--- config.mk ---
export PLATFORM = sky130hd
export DESIGN_NAME = timer_bank_flat
export DESIGN_NICKNAME = d
export VERILOG_FILES = /design/src/rtl/timer_bank_if.sv /design/src/rtl/timer_bank.sv /design/src/flat_wrapper.sv
export SDC_FILE = /design/constraint.sdc
export NUM_CORES = 1
export LEC_CHECK = 0
export CAP_MARGIN = 20
export CORE_AREA = 2 2 194 196
export DETAILED_ROUTE_END_ITERATION = 10
export DIE_AREA = 0 0 196 198
export PLACE_DENSITY = 0.54
export SYNTH_ARGS = -nofsm -noshare
export SYNTH_HDL_FRONTEND = slang
export SYNTH_SLANG_ARGS = --single-unit
--- constraint.sdc ---
create_clock -name clk_sys -period 5.82 [get_ports clk_sys]
set_clock_uncertainty 0.2 [all_clocks]
set_input_delay 0.582 -clock clk_sys [delete_from_list [all_inputs] [get_ports clk_sys]]
set_output_delay 0.582 -clock clk_sys [all_outputs]
set_load 0.03 [all_outputs]
--- src/rtl/timer_bank_if.sv ---
// -----------------------------------------------------------------------------
// timer_bank_if
// Groups the CPU bus signals that reach the timer bank.
// The CPU side (address decode plus Z80 strobes) is the master; the timer bank
// is the slave and returns combinational read data.
//   cs    : block select from the address decoder
//   rd_n  : read strobe, active low, held as a level
//   wr_n  : write strobe, active low, held as a level
//   addr  : {channel, offset[3:0]}
//   din   : CPU write data
//   dout  : read data, forced to zero outside an active read
// -----------------------------------------------------------------------------
interface timer_bank_if #(
    parameter int ADDR_W = 6
);
    logic              cs;
    logic              rd_n;
    logic              wr_n;
    logic [ADDR_W-1:0] addr;
    logic [7:0]        din;
    logic [7:0]        dout;

    modport master (
        output cs,
        output rd_n,
        output wr_n,
        output addr,
        output din,
        input  dout
    );

    modport slave (
        input  cs,
        input  rd_n,
        input  wr_n,
        input  addr,
        input  din,
        output dout
    );
endinterface

--- src/rtl/timer_bank.sv ---
// -----------------------------------------------------------------------------
// timer_bank
// Bank of CPU-visible timers with prescaler, compare match, auto-reload,
// overflow flags, tear-free multi-byte count reads and a level interrupt.
//
// Parameters
//   CHANNELS : number of timer channels (1..8)
//   WIDTH    : counter / compare width in bits (8, 16, 24 or 32)
//   PRESCALE : clk_sys cycles per tick (>= 2)
//   RESET_EN : reset value of CTRL.EN, bit i belongs to channel i
//
// Ports
//   clk_sys : system clock
//   reset_n : asynchronous active-low reset
//   bus     : CPU bus (slave side), addr = {channel, offset[3:0]}
//   int_n   : registered level interrupt, active low
//
// Per-channel register map (16 byte stride)
//   0..3  COUNT   (write any byte clears count and prescaler)
//   4..7  COMPARE
//   8     CTRL    [0]EN [1]RELOAD [2]MIE [3]OIE
//   9     STATUS  [0]MATCH [1]OVF, write-1-to-clear
//   Bytes beyond WIDTH/8 and offsets 10..15 read 0 and ignore writes.
// -----------------------------------------------------------------------------
module timer_bank #(
    parameter int         CHANNELS = 4,
    parameter int         WIDTH    = 16,
    parameter int         PRESCALE = 24000,
    parameter logic [7:0] RESET_EN = 8'b1
) (
    input  logic         clk_sys,
    input  logic         reset_n,
    timer_bank_if.slave  bus,
    output logic         int_n
);

    localparam int              CH_BITS    = $clog2(CHANNELS);
    localparam int              NBYTES     = WIDTH / 8;
    localparam int              PW         = $clog2(PRESCALE);
    localparam logic [3:0]      NBYTES4    = 4'(NBYTES);
    localparam logic [PW-1:0]   PRESC_LAST = PW'(PRESCALE - 1);
    localparam logic [WIDTH-1:0] COUNT_MAX = '1;

    // Bus decode
    logic                bus_rd;
    logic                bus_wr;
    logic [3:0]          off;
    logic [CHANNELS-1:0] ch_sel;

    // Per-channel state
    logic [WIDTH-1:0] count_q   [CHANNELS];
    logic [WIDTH-1:0] count_d   [CHANNELS];
    logic [WIDTH-1:0] compare_q [CHANNELS];
    logic [WIDTH-1:0] compare_d [CHANNELS];
    logic [WIDTH-1:0] snap_q    [CHANNELS];
    logic [WIDTH-1:0] snap_d    [CHANNELS];
    logic [PW-1:0]    presc_q   [CHANNELS];
    logic [PW-1:0]    presc_d   [CHANNELS];
    logic [3:0]       ctrl_q    [CHANNELS];
    logic [3:0]       ctrl_d    [CHANNELS];
    logic [1:0]       status_q  [CHANNELS];
    logic [1:0]       status_d  [CHANNELS];

    // Per-channel helpers
    logic [CHANNELS-1:0] tick;
    logic [1:0]          hw_set [CHANNELS];
    logic [CHANNELS-1:0] count_wr;

    // Interrupt
    logic irq_any;
    logic int_n_d;
    logic int_n_q;

    assign bus_rd = bus.cs & ~bus.rd_n;
    assign bus_wr = bus.cs & ~bus.wr_n;
    assign off    = bus.addr[3:0];

    // Channel select is one-hot; an address whose channel field is at or
    // beyond CHANNELS selects nothing, so it reads 0 and writes are dropped.
    generate
        if (CH_BITS == 0) begin : g_single_channel
            assign ch_sel = 1'b1;
        end else begin : g_multi_channel
            always_comb begin
                for (int i = 0; i < CHANNELS; i++) begin
                    ch_sel[i] = (bus.addr[CH_BITS+3:4] == CH_BITS'(i));
                end
            end
        end
    endgenerate

    // Next-state logic for every channel. Order matters: the tick result is
    // computed first and then overridden by a COUNT write, and STATUS
    // write-1-to-clear is applied before the hardware set bits are OR-ed in,
    // so a flag raised in the same cycle survives the clear.
    always_comb begin
        for (int i = 0; i < CHANNELS; i++) begin
            count_d[i]   = count_q[i];
            compare_d[i] = compare_q[i];
            snap_d[i]    = snap_q[i];
            presc_d[i]   = presc_q[i];
            ctrl_d[i]    = ctrl_q[i];
            status_d[i]  = status_q[i];
            hw_set[i]    = 2'b00;

            tick[i]     = ctrl_q[i][0] && (presc_q[i] == PRESC_LAST);
            count_wr[i] = bus_wr && ch_sel[i] && (off < NBYTES4);

            if (ctrl_q[i][0]) begin
                presc_d[i] = tick[i] ? '0 : presc_q[i] + PW'(1);
            end

            if (tick[i]) begin
                if (count_q[i] == compare_q[i]) begin
                    hw_set[i][0] = 1'b1;
                    count_d[i]   = ctrl_q[i][1] ? '0 : count_q[i] + WIDTH'(1);
                end else if (count_q[i] == COUNT_MAX) begin
                    hw_set[i][1] = 1'b1;
                    count_d[i]   = '0;
                end else begin
                    count_d[i] = count_q[i] + WIDTH'(1);
                end
            end

            // Restarting the count also restarts the prescaler so the next
            // tick arrives a full PRESCALE period after the write.
            if (count_wr[i]) begin
                count_d[i] = '0;
                presc_d[i] = '0;
            end

            if (bus_wr && ch_sel[i]) begin
                for (int b = 0; b < NBYTES; b++) begin
                    if (off == 4'(4 + b)) begin
                        compare_d[i][8*b +: 8] = bus.din;
                    end
                end
                if (off == 4'd8) begin
                    ctrl_d[i] = bus.din[3:0];
                end
                if (off == 4'd9) begin
                    status_d[i] = status_q[i] & ~bus.din[1:0];
                end
            end

            status_d[i] = status_d[i] | hw_set[i];

            // Reading the LSB captures the whole count, so the upper bytes
            // read afterwards belong to the same value even if a tick lands
            // between the CPU byte reads.
            if (bus_rd && ch_sel[i] && (off == 4'd0)) begin
                snap_d[i] = count_q[i];
            end
        end
    end

    // Interrupt request is the OR of every enabled flag; registered to give a
    // clean level for the CPU int_n pin.
    always_comb begin
        irq_any = 1'b0;
        for (int i = 0; i < CHANNELS; i++) begin
            irq_any = irq_any
                    | (status_q[i][0] & ctrl_q[i][2])
                    | (status_q[i][1] & ctrl_q[i][3]);
        end
        int_n_d = ~irq_any;
    end

    // Combinational read mux. Offset 0 is the live LSB; offsets 1..3 come
    // from the snapshot taken on the last LSB read.
    always_comb begin
        bus.dout = 8'h00;
        if (bus_rd) begin
            for (int i = 0; i < CHANNELS; i++) begin
                if (ch_sel[i]) begin
                    if (off == 4'd0) begin
                        bus.dout = count_q[i][7:0];
                    end
                    for (int b = 1; b < NBYTES; b++) begin
                        if (off == 4'(b)) begin
                            bus.dout = snap_q[i][8*b +: 8];
                        end
                    end
                    for (int b = 0; b < NBYTES; b++) begin
                        if (off == 4'(4 + b)) begin
                            bus.dout = compare_q[i][8*b +: 8];
                        end
                    end
                    if (off == 4'd8) begin
                        bus.dout = {4'b0000, ctrl_q[i]};
                    end
                    if (off == 4'd9) begin
                        bus.dout = {6'b000000, status_q[i]};
                    end
                end
            end
        end
    end

    // State registers; reset clears everything at once, including any
    // partly counted prescaler period.
    always_ff @(posedge clk_sys or negedge reset_n) begin
        if (!reset_n) begin
            for (int i = 0; i < CHANNELS; i++) begin
                count_q[i]   <= '0;
                compare_q[i] <= '0;
                snap_q[i]    <= '0;
                presc_q[i]   <= '0;
                ctrl_q[i]    <= {3'b000, RESET_EN[i]};
                status_q[i]  <= 2'b00;
            end
            int_n_q <= 1'b1;
        end else begin
            for (int i = 0; i < CHANNELS; i++) begin
                count_q[i]   <= count_d[i];
                compare_q[i] <= compare_d[i];
                snap_q[i]    <= snap_d[i];
                presc_q[i]   <= presc_d[i];
                ctrl_q[i]    <= ctrl_d[i];
                status_q[i]  <= status_d[i];
            end
            int_n_q <= int_n_d;
        end
    end

    assign int_n = int_n_q;

endmodule

--- src/flat_wrapper.sv ---
// flat-port wrapper written by rule: the top's interface ports become plain ports
module timer_bank_flat 
#(
    parameter int         CHANNELS = 4,
    parameter int         WIDTH    = 16,
    parameter int         PRESCALE = 24000,
    parameter logic [7:0] RESET_EN = 8'b1
)
  (clk_sys, reset_n, int_n, bus_cs, bus_rd_n, bus_wr_n, bus_addr, bus_din, bus_dout);
  timer_bank_if #(.ADDR_W(6)) bus_i ();
  input  logic clk_sys;
  input  logic reset_n;
  output logic int_n;
  input wire logic [$bits(bus_i.cs)-1:0] bus_cs;
  input wire logic [$bits(bus_i.rd_n)-1:0] bus_rd_n;
  input wire logic [$bits(bus_i.wr_n)-1:0] bus_wr_n;
  input wire logic [$bits(bus_i.addr)-1:0] bus_addr;
  input wire logic [$bits(bus_i.din)-1:0] bus_din;
  output wire logic [$bits(bus_i.dout)-1:0] bus_dout;
  assign bus_i.cs = bus_cs;
  assign bus_i.rd_n = bus_rd_n;
  assign bus_i.wr_n = bus_wr_n;
  assign bus_i.addr = bus_addr;
  assign bus_i.din = bus_din;
  assign bus_dout = bus_i.dout;
  timer_bank #(.CHANNELS(CHANNELS), .WIDTH(WIDTH), .PRESCALE(PRESCALE), .RESET_EN(RESET_EN)) u_core (.clk_sys(clk_sys), .reset_n(reset_n), .bus(bus_i), .int_n(int_n));
endmodule
==> After elaboration in Yosys (flattened, before gate mapping) <==
Index checks and enable logic that the tools add are counted.
{ "word_totals": {"reg_bits": 277, "input_bits": 19} }
{ "classes": {"eq_ne": 20, "n_reduce_logical": 42, "bitwise": 29, "n_mux": 85, "magnitude_cmp": 1, "n_addsub": 8} }
{ "op_table": {"columns": ["operator", "count"], "rows": [
  ["two-way mux 16 bit", 20],
  ["two-way mux 8 bit", 29],
  ["two-way mux 15 bit", 12],
  ["adder 16 x 1 -> 16 bit, second input constant", 4],
  ["== test 16 bit", 4],
  ["== test 16 bit, second input constant", 4],
  ["adder 15 x 1 -> 15 bit, second input constant", 4],
  ["== test 15 bit, second input constant", 4],
  ["two-way mux 2 bit", 12],
  ["AND reduction 2 bit", 12],
  ["logical AND 1 bit", 20],
  ["nonzero test 2 bit", 8],
  ["two-way mux 1 bit", 12],
  ["bitwise AND 1 bit", 10],
  ["bitwise AND 2 bit", 4],
  ["== test 4 x 3 -> 1 bit, second input constant", 2],
  ["== test 4 bit, second input constant", 2],
  ["OR 2 bit", 4],
  ["OR 1 bit", 7],
  ["== test 2 bit, second input constant", 2],
  ["== test 4 x 1 -> 1 bit, second input constant", 1],
  ["zero test 4 bit", 1],
  ["< comparator 4 x 2 -> 1 bit, second input constant", 1],
  ["inverter 1 bit", 3],
  ["3 further kinds", 3]
]} }

==> Longest topological paths before layout <==
{ "logic_depth": {"ltp_word": 30, "ltp_mapped": 9} }

==> Worst setup path before layout <==
Ideal clock, no wire load.
{ "synth_timing": {"path_type": "in2out", "startpoint": "input bus_addr[1]", "endpoint": "output bus_dout[1]", "arrival_time_ns": 2.596, "path_stages": 6, "t_required_ns": 5.038, "path_slack_ns": 2.442, "path_cell_list": "buf_6 > nor4b_2 > buf_2 > a211oi_1 > o311a_1 > o32ai_1"} }
{ "synth_between": {"elab_chain_cells": 30, "elab_cells_between_ends": 35, "cone_classes": "eq/ne: 5; mux: 29; reduce/logical: 1"} }
{ "synth_lines": {"columns": ["element", "line", "text"], "rows": [
  ["start, declared", "flat_wrapper.sv:17", "input wire logic [$bits(bus_i.addr)-1:0] bus_addr;"],
  ["zero test 4 bit", "timer_bank.sv:176", "if (off == 4'd0) begin"],
  ["two-way mux 8 bit", "timer_bank.sv:176", null],
  ["two-way mux 8 bit", "timer_bank.sv:180", "if (off == 4'(b)) begin"],
  ["two-way mux 8 bit (2 in a row)", "timer_bank.sv:185", "if (off == 4'(4 + b)) begin"],
  ["two-way mux 8 bit", "timer_bank.sv:189", "if (off == 4'd8) begin"],
  ["two-way mux 8 bit", "timer_bank.sv:192", "if (off == 4'd9) begin"],
  ["two-way mux 8 bit", "timer_bank.sv:175", "if (ch_sel[i]) begin"],
  ["two-way mux 8 bit", "timer_bank.sv:176", null],
  ["[12 not listed]", null, null],
  ["two-way mux 8 bit", "timer_bank.sv:175", null],
  ["two-way mux 8 bit", "timer_bank.sv:176", null],
  ["two-way mux 8 bit", "timer_bank.sv:180", null],
  ["two-way mux 8 bit (2 in a row)", "timer_bank.sv:185", null],
  ["two-way mux 8 bit", "timer_bank.sv:189", null],
  ["two-way mux 8 bit", "timer_bank.sv:192", null],
  ["two-way mux 8 bit (*)", "timer_bank.sv:175", null],
  ["two-way mux 8 bit (*)", "timer_bank.sv:173", "if (bus_rd) begin"],
  ["end, declared", "flat_wrapper.sv:19", "output wire logic [$bits(bus_i.dout)-1:0] bus_dout;"]
]} }
Every way passes the cells marked *; elsewhere a longest branch is shown, timed or not.

==> Worst setup path after layout <==
Ends and elaborated chain as after synthesis.

==> results.yml <==
status:
  status: "completed"
synth:
  yosysUniqueCellTypes: 79
  syn-num-nets: 1458
  synthesis.area_um2: 14090
  ys.flop_type: "dfrtp_1"
  postSynthAreaPerCell_um2: 9.844
  synth_seq_cells: 245
  async_flop_share_pct: 100.0
  synth_edf_count: 0
  yosysWarnings: 0
  synth_cells: 1431
  synth-seq-area-share_pct: 43.54
sta:
  min_period_ps: 5149
  fin_setup_tns_ps: 0
  fmax_mhz: 194.2
  period_share_pct: 88.47
  setup_violations: 0
  rsz0062_at_grt: "no"
  tightest_slew_ps: 1068
  slew_violations: 0
  hold_violations: 0
  slew_headroom_pct: 28.63
global_route:
  grt_max_degree: 109
  gr-total-overflow: 0
  antenna_found_initial: 1
  grt_pass1_vias: 10817
  grt_usage_pct: 21.65
  grt_first_pass_wirelength_mm: 65.30
cts:
  clock_latency_ps: 580
  clock-sinks: 245
  hold_buffers: 1
  h-tree-depth: 1
  cts_buffers: 29
  cts.path.max_buffers: 3
  cts_setup_buffers: 0
  cts_root_buf: "clkbuf_16"
  cts_resized: 0
  clk_pin_slew_ps: 60
  cts_tree: "done"
routing:
  drtIter0Drc: 836
  routedWlPerCell_um: 21.66
  drt-total-wl_mm: 41.62
  final_antenna_net_count: 0
  drc: 0
  vias: 11065
  firstDrtPassIters: 5
  vias_per_cell: 5.760
floorplan:
  dieArea_um2: 38810
  initial_core_util_pct: 38.12
  coreArea_um2: 36960
  die_y_um: 198
  ioPinCount: 28
  die_w_um: 196
  rows: 71
hold_path:
  min_to: "u_core.snap_q[62]"
  min_from: "u_core.snap_q[62]"
  worstHoldPathCells: 2
  hp-class: "reg -> reg"
setup_path:
  rr_endpoint: "u_core.count_q[56]"
  worst-r2r-setup-slack_ps: 2890
  arrival_ps: 4370
  worstSetupPathType: "in -> out"
  worst-r2r-cell-count: 6
  r2r_start: "u_core.ctrl_q[12]"
  critPathCaptureType: "output pin"
  crit_fanout: 18
  required_ps: 5040
  startpoint_type: "input port"
finish:
  stdcell_count: 1921
  fin_nets: 1450
  drive_gt1_share_pct: 16.25
  syn2layout_area_growth_pct: 12.43
pwr:
  p_leak_nw: 6.590
  vdd.ir_drop.worst_v: 0.0002163
  power.density_nw_per_um2: 283.5
place:
  dp_cells: 1864
  post-dp-hpwl_mm: 28.82
  gp_congestion: 0.9661
  portBuffers: 27
job:
  cap_violations: 0
[worst max-delay path by stage]
stage | from | end | cells after the start | slack [ps]
finish | bus_addr[1] | bus_dout[1] | 7 | 670
global route | bus_addr[1] | bus_dout[1] | 7 | 620
CTS | bus_addr[1] | bus_dout[1] | 7 | 830
detailed placement | bus_addr[1] | bus_dout[1] | 7 | 850
global placement | bus_addr[1] | bus_dout[0] | 8 | 870
floorplan | bus_addr[1] | bus_dout[1] | 6 | 2440
[routing by layer]
| layer | GRT usage, % | wire (um) | vias up |
|---|---|---|---|
| met5 | 0 | 0 | - |
| met3 | 3.969 | 2258 | 69 |
| met1 | 29.50 | 18990 | 5579 |
| met2 | 35.07 | 19310 | 251 |
| met4 | 6.706 | 1063 | 0 |
| li1 | - | - | 5166 |
[per-stage QoR]
stage	util [%]	setup WS (ps)	hold WS, ps	instance area, um^2	power, mW
final	42.86	670.8	295.1	15840	4.490
after global routing	42.85	622.2	325.3	15840	4.671
after CTS	42.83	829.1	297.8	15830	4.532
after detailed placement	39.85	846.9	282.4	14730	2.446
after global placement	39.85	870.5	275.2	14730	2.440
after floorplan	-	2442	86.41	14090	2.258
[cell usage after synthesis, types with 9 or more instances]
library cell | n | share of area [%]
mux4_2 | 11 | 1.8
and2_1 | 13 | 0.58
o21ai_0 | 64 | 2.3
o22ai_1 | 9 | 0.40
mux2i_1 | 37 | 2.6
nor3_1 | 23 | 0.82
xnor2_1 | 86 | 5.3
buf_2 | 22 | 0.78
nand3_1 | 76 | 2.7
a21oi_1 | 52 | 1.8
nand2b_1 | 20 | 0.89
xor2_1 | 29 | 1.8
a22oi_1 | 18 | 0.96
a22o_1 | 12 | 0.75
nand2_1 | 121 | 3.2
inv_1 | 30 | 0.80
a221oi_1 | 9 | 0.56
clkbuf_1 | 54 | 1.4
nand4_1 | 49 | 2.2
and3_1 | 32 | 1.4
nor2_1 | 121 | 3.2
a31oi_1 | 23 | 1.0
dfrtp_1 | 243 | 43
nor2b_1 | 9 | 0.40
mux2_2 | 117 | 9.4
[where the power goes]
| part | total [mW] | switching [mW] | internal [mW] | leakage, nW |
|---|---|---|---|---|
| Combinational | 0.459 | 0.253 | 0.206 | 2.81 |
| Clock | 2.07 | 0.772 | 1.30 | 0.525 |
| Sequential | 1.96 | 0.137 | 1.82 | 3.25 |
[flip-flops by register name, indices dropped and copies added, names as in the netlist]
name              flops
u_core.compare_q     64
u_core.count_q       64
u_core.presc_q       60
u_core.snap_q        32
u_core.ctrl_q        16
u_core.status_q       8
u_core.int_n          1
[final cells by class]
| type | count | area, um^2 |
|---|---|---|
| multi-input cells | 1070 | 7461 |
| fillers | 3509 | 21120 |
| well taps | 474 | 593.1 |
| inverters | 30 | 112.6 |
| clock buffers | 36 | 812.0 |
| repair buffers | 47 | 442.9 |
| diodes | 1 | 2.502 |
| clock inverters | 18 | 281.5 |
| flip-flops and latches | 245 | 6133 |
[worst max-delay path, cell delays in order]
cell and delay (ps):
clkdlybuf4s50_1 810, nor3b_1 1030, a221oi_1 240, a311oi_1 270, a31oi_1 80, o32ai_1 550, clkdlybuf4s50_1 790
[logic make-up after synthesis]
logic type      after synthesis  share of synthesized area, %
compound gates              245                         11.28
xor+xnor                    115                         7.150
fa+ha+maj                     8                        0.7106
buf+inv                     116                         3.526
flops                       245                         43.54
mux                         165                         13.74
simple gates                537                         20.06
[placed cells by master (no fill, tap or decap), drive strengths merged, types with 9 or more instances in the layout]
| cell | instances |
|---|---|
| nor3 | 26 |
| xnor2 | 86 |
| nor2 | 123 |
| nand2 | 121 |
| and3 | 32 |
| nand2b | 20 |
| clkdlybuf4s50 | 24 |
| xor2 | 29 |
| inv | 31 |
| a21oi | 52 |
| mux4 | 11 |
| and2 | 15 |
| dfrtp | 243 |
| a22oi | 18 |
| nor2b | 9 |
| o22ai | 9 |
| o21ai | 65 |
| buf | 22 |
| nand3 | 77 |
| a221oi | 9 |
| a31oi | 23 |
| a22o | 12 |
| clkbuf | 36 |
| mux2i | 37 |
| nand4 | 49 |
| nor4 | 11 |
| mux2 | 117 |
No activity file was read; power rests on OpenSTA's default activity.
